==> config.mk <==
export PLATFORM = sky130hd
export DESIGN_NAME = csk_seq_adder
export DESIGN_NICKNAME = d
export VERILOG_FILES = /design/src/rtl/csk_seq_adder.sv
export SDC_FILE = /design/constraint.sdc
export NUM_CORES = 1
export LEC_CHECK = 0
export ABC_AREA = 1
export BUFFER_PORTS_ARGS = -buffer_cell sky130_fd_sc_hd__buf_2
export CORE_MARGIN = 4
export CORE_UTILIZATION = 43
export DETAILED_ROUTE_END_ITERATION = 12
export PLACE_DENSITY = 0.75
export SYNTH_ARGS = -nofsm -noshare
export SYNTH_HDL_FRONTEND = slang
export SYNTH_SLANG_ARGS = --single-unit
==> constraint.sdc <==
create_clock -name clk -period 4.3 [get_ports clk]
set_input_delay 0.215 -clock clk [delete_from_list [all_inputs] [get_ports clk]]
set_output_delay 0.215 -clock clk [all_outputs]
set_load 0.1 [all_outputs]
==> src/rtl/csk_seq_adder.sv <==
// Sequential carry-skip adder/subtractor.
// Operands are captured in IDLE, then one N-bit chunk per cycle is pushed
// LSB first through a single carry-skip block. The result is presented in DONE
// until the consumer takes it.
//
// Ports:
//   clk, rst_n            clock, asynchronous active-low reset
//   in_valid / in_ready   operand handshake (in_ready high only in IDLE)
//   a, b, cin, sub        operands, carry-in, 0 = add / 1 = subtract
//   out_valid / out_ready result handshake (out_valid high only in DONE)
//   s, cout, ovf          result, carry out of the MSB chunk, signed overflow

// N-bit carry-skip block: ripple sum, with the carry-out bypassed from cin
// when every bit propagates.
module csk_bloque #(
  parameter int unsigned n = 4
) (
  input  logic [n-1:0] a,
  input  logic [n-1:0] b,
  input  logic         cin,
  output logic [n-1:0] sum_c,
  output logic         cout_c
);

  logic [n:0]   carry_c;
  logic [n-1:0] prop_c;

  always_comb begin
    carry_c    = '0;
    sum_c      = '0;
    prop_c     = a ^ b;
    carry_c[0] = cin;
    for (int i = 0; i < int'(n); i++) begin
      sum_c[i]       = prop_c[i] ^ carry_c[i];
      carry_c[i + 1] = (a[i] & b[i]) | (prop_c[i] & carry_c[i]);
    end
    // Skip path: a fully propagating chunk passes cin straight through.
    cout_c = (&prop_c) ? cin : carry_c[n];
  end

endmodule

module csk_seq_adder #(
  parameter int unsigned W = 16,
  parameter int unsigned N = 4
) (
  input  logic         clk,
  input  logic         rst_n,
  input  logic         in_valid,
  output logic         in_ready,
  input  logic [W-1:0] a,
  input  logic [W-1:0] b,
  input  logic         cin,
  input  logic         sub,
  output logic         out_valid,
  input  logic         out_ready,
  output logic [W-1:0] s,
  output logic         cout,
  output logic         ovf
);

  localparam int unsigned NCH    = W / N;
  localparam int unsigned KW     = (NCH > 1) ? $clog2(NCH) : 1;
  localparam logic [KW-1:0] K_LAST = KW'(NCH - 1);

  typedef enum logic [1:0] {
    IDLE = 2'd0,
    RUN  = 2'd1,
    DONE = 2'd2
  } state_t;

  state_t        state, state_nxt;
  logic          load_c, step_c, finish_c;
  logic [W-1:0]  a_reg, b_reg;
  logic          carry;
  logic [KW-1:0] k;
  logic [N-1:0]  a_chunk_c, b_chunk_c, sum_c;
  logic          chunk_cout_c;

  // State register.
  always_ff @(posedge clk or negedge rst_n) begin
    if (!rst_n) state <= IDLE;
    else        state <= state_nxt;
  end

  // Next-state and datapath control.
  always_comb begin
    state_nxt = state;
    load_c    = 1'b0;
    step_c    = 1'b0;
    finish_c  = 1'b0;
    case (state)
      IDLE: begin
        if (in_valid && in_ready) begin
          load_c    = 1'b1;
          state_nxt = RUN;
        end
      end
      RUN: begin
        step_c = 1'b1;
        if (k == K_LAST) begin
          finish_c  = 1'b1;
          state_nxt = DONE;
        end
      end
      DONE: begin
        if (out_valid && out_ready) state_nxt = IDLE;
      end
      default: state_nxt = IDLE;
    endcase
  end

  // Current chunk always comes from the captured operands, never the ports.
  assign a_chunk_c = a_reg[32'(k) * N +: N];
  assign b_chunk_c = b_reg[32'(k) * N +: N];

  csk_bloque #(.n(N)) u_bloque (
    .a      (a_chunk_c),
    .b      (b_chunk_c),
    .cin    (carry),
    .sum_c  (sum_c),
    .cout_c (chunk_cout_c)
  );

  // Operand capture, chunk stepping and registered outputs.
  always_ff @(posedge clk or negedge rst_n) begin
    if (!rst_n) begin
      a_reg     <= '0;
      b_reg     <= '0;
      carry     <= 1'b0;
      k         <= '0;
      s         <= '0;
      cout      <= 1'b0;
      ovf       <= 1'b0;
      in_ready  <= 1'b1;
      out_valid <= 1'b0;
    end else begin
      in_ready  <= (state_nxt == IDLE);
      out_valid <= (state_nxt == DONE);
      if (load_c) begin
        a_reg <= a;
        // Subtraction as a + ~b + 1: invert b and fold the +1 into the carry.
        b_reg <= sub ? ~b : b;
        carry <= cin ^ sub;
        k     <= '0;
      end else if (step_c) begin
        s[32'(k) * N +: N] <= sum_c;
        carry              <= chunk_cout_c;
        k                  <= k + KW'(1);
        if (finish_c) begin
          cout <= chunk_cout_c;
          // The MSB of the result is produced by this last chunk.
          ovf  <= (a_reg[W-1] == b_reg[W-1]) && (sum_c[N-1] != a_reg[W-1]);
        end
      end
    end
  end

endmodule

==> run_results.csv, run 1 <==
group,metric,value,unit
global_route,track_usage,0.164,
synthesis,yosysTopAreaCell,"dfrtp_1",
critical_path,cp.arrival,3.68,ns
cts,cts_tree,"built",
placed_design,place_area,0.00324,mm2
drt,wl_met3,341,um
flow_run,maxCapViolations,0,
cells_and_area,design_area,0.00343,mm2
drt,dr_total_vias,2415,
cts,cts_buffers,9,
drt,ant_nets,0,
critical_path,cp_max_fo,29,
global_route,grt_pass1_wl,10.9,mm
drt,wl_per_cell,12.7,um
critical_path,regToRegSetupSlack,0.85,ns
synthesis,synth_seq_area_share,0.488,
synthesis,netlist_instances,349,
cells_and_area,final_nets,458,
sta,hold_viol,0,
sta,fin_crit,3.45,ns
drt,via_per_inst,4.96,
drt,highest_layer,"met4",
critical_path,crit_end,"ovf",
critical_path,critPathSlowestCell,"dfrtp_1",
synthesis,ys_top_cells_by_area,"dfrtp_1, nand2_1, o21ai_0",
critical_path,r2r_cells,13,
sta,setup_violations,0,
drt,drt-met1-wl,2.87,mm
critical_path,criticalPathCategory,"flop to flop",
global_route,antenna_found_initial,0,
sta,slew_headroom,0.530,
floorplanning,die_area,0.00818,mm2
synthesis,synth_edf_count,0,
cells_and_area,areaGrowthSynthToFinish,17.5,%
synthesis,synth.distinct_cells,22,
hold_path,hp-class,"input port to asynchronous set/reset pin",
sta,period_share,0.803,
sta,rsz0062_at_grt,"no",
floorplanning,core,0.00646,mm2
cts,cts_root_buf,"clkbuf_8",
sta,fin_tns_setup,0,ns
cts,clkLatencyLatePin,0.34,ns
synthesis,ys_warn_count,0,
sta,finalClockSkew,0.0111,ns
cts,cts_resized,0,
critical_path,rr_endpoint,"ovf",
drt,routed_wl,6.18,mm
synthesis,synth.ff_latch_count,57,
floorplanning,die_x,90.5,um
global_route,grt_pass1_vias,2342,
synthesis,synth_area,0.00292,mm2
critical_path,rr_startpoint,"k[0]",
sta,slew_violations,0,
placed_design,hpwl,4.56,mm
global_route,overflow,0,
critical_path,cp_cell_sequence,"inv_2 -> o21ai_0 -> o22ai_1 -> fa_1 -> inv_1 -> fa_1 -> fa_1 -> inv_1 -> fa_1 -> a21oi_1 -> nor2_1 -> nand2_1 -> nand2_1",
placed_design,portBuffers,57,
sta,fmax,290,MHz
cts,path_clk_slew,0.07,ns
critical_path,setup.worst_path.start,"k[0]",
cells_and_area,layout.cells.non_filler,487,
cts,postCtsSetupBuffers,0,
cells_and_area,n_antenna_cell,0,
synthesis,avgSynthCellArea,8.38,um2
cts,clockBufferDepth,2,
drt,drc,0,
critical_path,endpoint_kind,"flop",
placed_design,dp_cells,472,
drt,wl_met2,2.85,mm
status,status,"finished clean",
floorplanning,die_y,90.5,um
synthesis,async_flop_share,1.00,
global_route,grt_max_degree,58,
critical_path,worst_setup_path_start_kind,"flop",
cells_and_area,layout-drive-gt1-share,0.185,
floorplanning,initial_core_util,0.453,
drt,drt_first_pass_iters,4,
cells_and_area,final_cell_mix,"nand2_1, buf_2, dfrtp_1",
synthesis,synth-main-ff-cell,"dfrtp_1",
floorplanning,ios,58,
cts,hold_buffers,0,
cells_and_area,layout.cells.most_common,"nand2_1",
critical_path,crit_top_cell,"fa_1",
cts,cts.htree.levels,3,
synthesis,synthesis.nets,401,
drt,drt_iter0_markers,137,
critical_path,slowest_delay,0.59,ns
floorplanning,num_rows,29,
placed_design,place.gp.congestion,0.856,
critical_path,cp_data_required_time,4.52,ns
synthesis,yosysTopAreaCellShare,0.479,
cts,clock_sink_count,57,
sta,tightest_slew,0.705,ns
## synth_stat cells (5+ instances only)
master / count
inv_1: 29
nor2_1: 27
nand3_1: 15
nand2_1: 102
ha_1: 10
o21ai_0: 54
a21oi_1: 5
xnor2_1: 16
buf_2: 8
dfrtp_1: 56
## area by class of cell
class                   count  area [um2]
clock buffers              12         155
clock inverters             3        40.0
fillers                   620        3020
inverters                  30         113
multi-input cells         248        1290
flip-flops and latches     57        1430
well taps                  77        96.3
repair buffers             60         308
## worst min path at each step
stage	start	endpoint	slack, ns	cells past startpoint
6_report	rst_n	a_reg[7]	0.02	2
5_1_grt	a[11]	a_reg[11]	0.07	3
4_1_cts	rst_n	s[10]	0.03	2
3_5_place_dp	rst_n	out_valid	0.40	2
3_3_place_gp	rst_n	state[1]	0.39	2
2_1_floorplan	rst_n	a_reg[0]	-0.08	0
## worst max-delay path, delay by kind of cell, from the launching register on
kind	cells	cell delay (ns)
adders and majority gates	4	1.45
buffers and inverters	3	0.57
AOI/OAI and AO/OA	3	0.56
and+or+nand+nor	3	0.17
DFF	1	0.59
## kinds of logic (layout without fill, tap and decap cells)
| family | Yosys count | in the layout | share of synthesized area |
|---|---|---|---|
| flip-flops | 57 | 57 | 0.488 |
| AO/OA/AOI/OAI | 66 | 66 | 0.117 |
| buffers and inverters | 44 | 105 | 0.0689 |
| AND/OR/NAND/NOR | 152 | 152 | 0.208 |
| adder cells (fa/ha/maj) | 14 | 14 | 0.0702 |
| XOR/XNOR | 16 | 16 | 0.0479 |
## per-layer routing
layer  vias up  track usage
li1       1237            -
met1      1110        0.213
met2        57        0.256
met3        11       0.0500
met4         0       0.0651
met5         -            0
## metrics by stage
stage	hold WS, ns	setup slack [ns]	util
6_report	0.0206	0.849	0.532
2_1_floorplan	-0.0806	1.32	-
4_1_cts	0.0301	0.874	0.532
3_3_place_gp	0.394	1.05	0.502
5_1_grt	0.0656	0.593	0.532
3_5_place_dp	0.397	0.884	0.502
Power of run 1 is left out: the tool's default activity adds up to more than one toggle a clock period on the data nets, which glitch-free logic cannot reach.
==> inputs of run 2 (changes only) <==
Settings changed: PLACE_DENSITY 0.75 to 0.77.
Clock period 4.3 ns to 3 ns, I/O delays scaled along.
==> run_results.csv, run 2 (synthesis results as in run 1) <==
group,metric,value,unit
status,status,"finished clean",
drt,routed_wl,6.68,mm
sta,fin_crit,2.92,ns
cells_and_area,fin_util,0.564,
drt,via_per_inst,5.00,
power_and_ir_drop,p_clk_frac,0.147,
sta,period_share,0.973,
cts,clkLatencyLatePin,0.34,ns
global_route,overflow,0,
global_route,grt_max_degree,47,
power_and_ir_drop,vdd_drop_max,0.522,mV
cts,path_clk_slew,0.06,ns
power_and_ir_drop,combPwrFrac,0.576,
cts,cts_root_buf,"clkbuf_8",
power_and_ir_drop,p_seq_frac,0.277,
power_and_ir_drop,switching_share,0.508,
sta,fmax,343,MHz
flow_run,maxCapViolations,0,
global_route,grt_pass1_wl,11.7,mm
floorplanning,die_y,90.5,um
drt,drc,0,
floorplanning,ios,58,
sta,slew_violations,0,
critical_path,endpoint_kind,"flop",
floorplanning,core,0.00646,mm2
sta,setup_violations,0,
floorplanning,num_rows,29,
cells_and_area,layout.cells.non_filler,510,
drt,drt_iter0_markers,136,
floorplanning,die_area,0.00818,mm2
sta,slew_headroom,0.442,
global_route,antenna_found_initial,0,
sta,hold_viol,0,
placed_design,portBuffers,57,
cts,cts_tree,"built",
placed_design,hpwl,4.90,mm
placed_design,place.gp.congestion,0.913,
power_and_ir_drop,p_int,2.32,mW
cts,cts.htree.levels,3,
hold_path,hp-class,"input port to flop",
critical_path,crit_family,"adder cells",
cts,cts_buffers,9,
critical_path,cp_max_fo,6,
critical_path,regToRegSetupSlack,0.08,ns
critical_path,slowest_delay,0.47,ns
global_route,grt_pass1_vias,2596,
cells_and_area,final_cell_mix,"nand2_1, buf_2, dfrtp_1",
placed_design,dp_cells,480,
power_and_ir_drop,p_leak,1.96,nW
critical_path,critPathSlowestCell,"fa_2",
cells_and_area,n_antenna_cell,0,
cells_and_area,areaGrowthSynthToFinish,24.6,%
sta,finalClockSkew,0.00816,ns
cells_and_area,layout.cells.most_common,"nand2_1",
floorplanning,initial_core_util,0.453,
critical_path,crit_buf_inv,4,
critical_path,criticalPathCategory,"flop to flop",
cells_and_area,layout-drive-gt1-share,0.219,
critical_path,cp_cell_sequence,"buf_4 -> buf_4 -> nor2_1 -> o22ai_2 -> fa_2 -> inv_1 -> fa_1 -> fa_2 -> inv_1 -> fa_2 -> a21oi_1 -> nor2_1 -> nand2_1 -> nand2_1",
drt,drt_first_pass_iters,4,
cells_and_area,final_nets,480,
critical_path,worst_setup_path_start_kind,"flop",
cells_and_area,n_fill_cell,616,
global_route,track_usage,0.178,
floorplanning,die_x,90.5,um
drt,ant_nets,0,
cts,clockBufferDepth,2,
critical_path,cp_data_required_time,3.23,ns
cts,clock_sink_count,57,
drt,dr_total_vias,2552,
power_and_ir_drop,p_per_area,1290,mW/mm2
sta,tightest_slew,0.837,ns
critical_path,crit_top_cell,"fa_2",
critical_path,cp.arrival,3.14,ns
power_and_ir_drop,p_switching,2.39,mW
drt,wl_per_cell,13.1,um
-- run 2: cell count changes in the layout (fill, tap and decap cells not counted) --
cell	delta
clkbuf_8	-1
fa_1	-3
inv_4	+1
dfrtp_2	+2
o21ai_0	-1
o21ai_1	+1
inv_1	-1
buf_4	+12
o22ai_1	-2
dlygate4sd3_1	+10
dfrtp_1	-2
o22ai_2	+2
fa_2	+3
clkbuf_1	+2
-- run 2: per-layer routing --
metal / GRT usage / wire length [um]
met2: 0.288 / 3210
met3: 0.0650 / 459
met1: 0.219 / 2880
met4: 0.0574 / 132
met5: 0 / 0
-- run 2: through the flow --
step / hold slack [ns] / power (mW) / setup TNS, ns / cell area [um2] / setup slack (ns)
6_report: 0.0158 / 4.71 / 0 / 3640 / 0.0824
5_1_grt: 0.00493 / 5.16 / -0.0554 / 3640 / -0.0401
4_1_cts: 0.000337 / 4.64 / 0 / 3600 / 0.0210
3_5_place_dp: 0.307 / 3.89 / 0 / 3300 / 0.0389
3_3_place_gp: 0.288 / 3.81 / 0 / 3300 / 0.161
2_1_floorplan: -0.146 / 3.27 / 0 / 2920 / 0.0202
-- run 2: path summary, 6_finish.rpt --
kind                                   to  cells past startpoint  startpoint
worst max-delay path                  ovf                     14        k[0]
worst min-delay path             a_reg[4]                      3        a[4]
worst max register to register        ovf                     14        k[0]
worst min register to register  a_reg[14]                      2   a_reg[14]
max in group asynchronous            s[1]                      3       rst_n
min in group asynchronous        b_reg[4]                      2       rst_n
-- run 2: cell type report --
class	count	area, um2	area share
flip-flops and latches	57	1430	0.393
multi-input cells	248	1320	0.361
repair buffers	82	498	0.137
clock buffers	13	149	0.0409
inverters	30	115	0.0316
well taps	77	96.3	0.0264
clock inverters	3	40.0	0.0110
-- run 2: tightest hold or removal path: cells and delay by family --
family	cells	cell delay, ns
simple gates	2	0.10
buf+inv	1	0.07
-- run 2: timing repair --
action / 4_1_cts / 5_1_grt
endpoints found under the setup margin: 1 / 5
buffers inserted: 1 / 3
hold buffers: 10 / 0
resized for setup: 2 / 8
pin swaps: 2 / 2
endpoints found under the hold margin: 45 / 0
-- run 2: power groups by stage --
stage	Sequential [mW]	Clock [mW]	Combinational, mW
floorplan	1.87	0	1.41
global placement	1.31	0	2.50
detailed placement	1.31	0	2.57
CTS	1.30	0.716	2.62
global route	1.35	0.748	3.07
finish	1.31	0.693	2.71
(Power assumes the default switching activity.)
==> inputs of run 3 (changes only) <==
Settings changed: CELL_PAD_IN_SITES_DETAIL_PLACEMENT set to 0, CELL_PAD_IN_SITES_GLOBAL_PLACEMENT set to 2, CORE_UTILIZATION 43 to 29, PLACE_DENSITY 0.77 to 0.85.
==> run_results.csv, run 3 (synthesis results as in run 1) <==
group,metric,value,unit
status,status,"finished clean",
cts,clkLatencyLatePin,0.33,ns
drt,drc,0,
global_route,grt_pass1_wl,11.8,mm
drt,via_per_inst,4.34,
floorplanning,die_x,108,um
floorplanning,core,0.00977,mm2
cts,path_clk_slew,0.06,ns
floorplanning,die_area,0.0118,mm2
cells_and_area,n_fill_cell,1027,
placed_design,place.gp.congestion,0.830,
drt,routed_wl,6.85,mm
cts,cts_root_buf,"clkbuf_8",
sta,finalClockSkew,0.00660,ns
cells_and_area,final_cell_mix,"nand2_1, buf_2, dfrtp_1",
sta,tightest_slew,0.738,ns
flow_run,maxCapViolations,0,
sta,worst_slack,0.132,ns
global_route,grt_pass1_vias,2463,
global_route,antenna_found_initial,0,
cells_and_area,layout.cells.most_common,"nand2_1",
sta,setup_violations,0,
sta,slew_headroom,0.508,
critical_path,rr_endpoint,"ovf",
drt,dr_total_vias,2395,
critical_path,cp.arrival,3.09,ns
sta,rsz0062_at_grt,"no",
hold_path,whs_path_depth,3,
hold_path,hp-class,"input port to flop",
drt,drt_first_pass_iters,4,
floorplanning,initial_core_util,0.299,
placed_design,post-place-ws,-0.00818,ns
critical_path,criticalPathCategory,"flop to flop",
sta,period_share,0.956,
global_route,grt_max_degree,47,
cells_and_area,n_antenna_cell,0,
cts,cts_buffers,9,
drt,ant_nets,0,
cts,clock_sink_count,57,
cts,clockBufferDepth,2,
critical_path,r2r_cells,14,
drt,drt_iter0_markers,108,
critical_path,regToRegSetupSlack,0.13,ns
cells_and_area,areaGrowthSynthToFinish,23.8,%
critical_path,slowest_delay,0.48,ns
cts,cts_tree,"built",
floorplanning,num_rows,36,
sta,fin_crit,2.87,ns
placed_design,dp_cells,535,
cells_and_area,layout-drive-gt1-share,0.217,
global_route,track_usage,0.128,
critical_path,rr_startpoint,"k[0]",
cts,cts.htree.levels,3,
floorplanning,die_y,108,um
floorplanning,ios,58,
hold_path,min_from,"a[7]",
critical_path,cp_max_fo,10,
critical_path,cp_data_required_time,3.22,ns
placed_design,portBuffers,57,
cells_and_area,layout.cells.non_filler,552,
critical_path,endpoint_kind,"flop",
critical_path,cp_cell_sequence,"inv_4 -> buf_4 -> a21oi_1 -> o21ai_0 -> nand2_1 -> inv_1 -> fa_1 -> fa_1 -> inv_1 -> fa_2 -> a21oi_1 -> nor2_1 -> nand2_1 -> nand2_1",
global_route,overflow,0,
critical_path,critPathSlowestCell,"fa_2",
critical_path,crit_top_cell,"nand2_1",
sta,fmax,349,MHz
cells_and_area,final_nets,466,
sta,hold_viol,0,
placed_design,hpwl,5.31,mm
drt,wl_per_cell,12.4,um
hold_path,holdPathEnd,"a_reg[7]",
critical_path,worst_setup_path_start_kind,"flop",
sta,slew_violations,0,
cts,postCtsSetupBuffers,0,
-- run 3: worst max-delay path by stage --
stage | from | end | slack (ns) | cells after the start
floorplan | k[0] | ovf | 0.02 | 14
finish | k[0] | ovf | 0.13 | 14
global placement | k[0] | ovf | 0.11 | 13
CTS | k[1] | ovf | 0.02 | 13
global route | k[1] | s[7] | 0.0008 | 13
detailed placement | k[1] | ovf | -0.008 | 13
-- run 3: final cells by class --
cell class / count / area, um2 / share of cell area
Timing Repair Buffer: 68 / 370 / 0.102
Inverter: 30 / 115 / 0.0318
Multi-Input combinational cell: 248 / 1310 / 0.362
Clock inverter: 5 / 77.6 / 0.0214
Clock buffer: 11 / 151 / 0.0418
Tap cell: 133 / 166 / 0.0460
Sequential cell: 57 / 1430 / 0.395
-- run 3: repair_timing --
item,CTS,global route
endpoints found under the hold margin,31,0
setup endpoints to repair,1,4
hold buffers,1,0
pin swaps,0,2
resized for setup,1,7
-- run 3: critical path, delay by kind of cell, from the launching register on --
kind,cells,cell delay [ns]
buf+inv,4,0.37
simple gates,4,0.26
fa+ha+maj,3,1.30
flops,1,0.44
compound gates,3,0.38
-- run 3: layer usage --
metal  global-route usage  routed length (um)  part of all wire  vias up
li1                     -                   -                 -     1250
met1                0.175                3230              0.47     1082
met2                0.199                3140              0.46       54
met3               0.0287                 392             0.057        9
met4               0.0460                  92             0.013        0
met5                    0                   0                 0        -
-- run 3: metrics by stage --
| step | utilization | instance area, um2 | hold slack (ns) | TNS, ns |
|---|---|---|---|---|
| floorplan | - | 2920 | -0.146 | 0 |
| global placement | 0.344 | 3360 | 0.249 | 0 |
| detailed placement | 0.344 | 3360 | 0.262 | -0.00818 |
| CTS | 0.369 | 3610 | 0.00153 | 0 |
| global route | 0.370 | 3620 | 0.0105 | 0 |
| finish | 0.370 | 3620 | 0.0137 | 0 |
Power of run 3 is left out for the same reason.
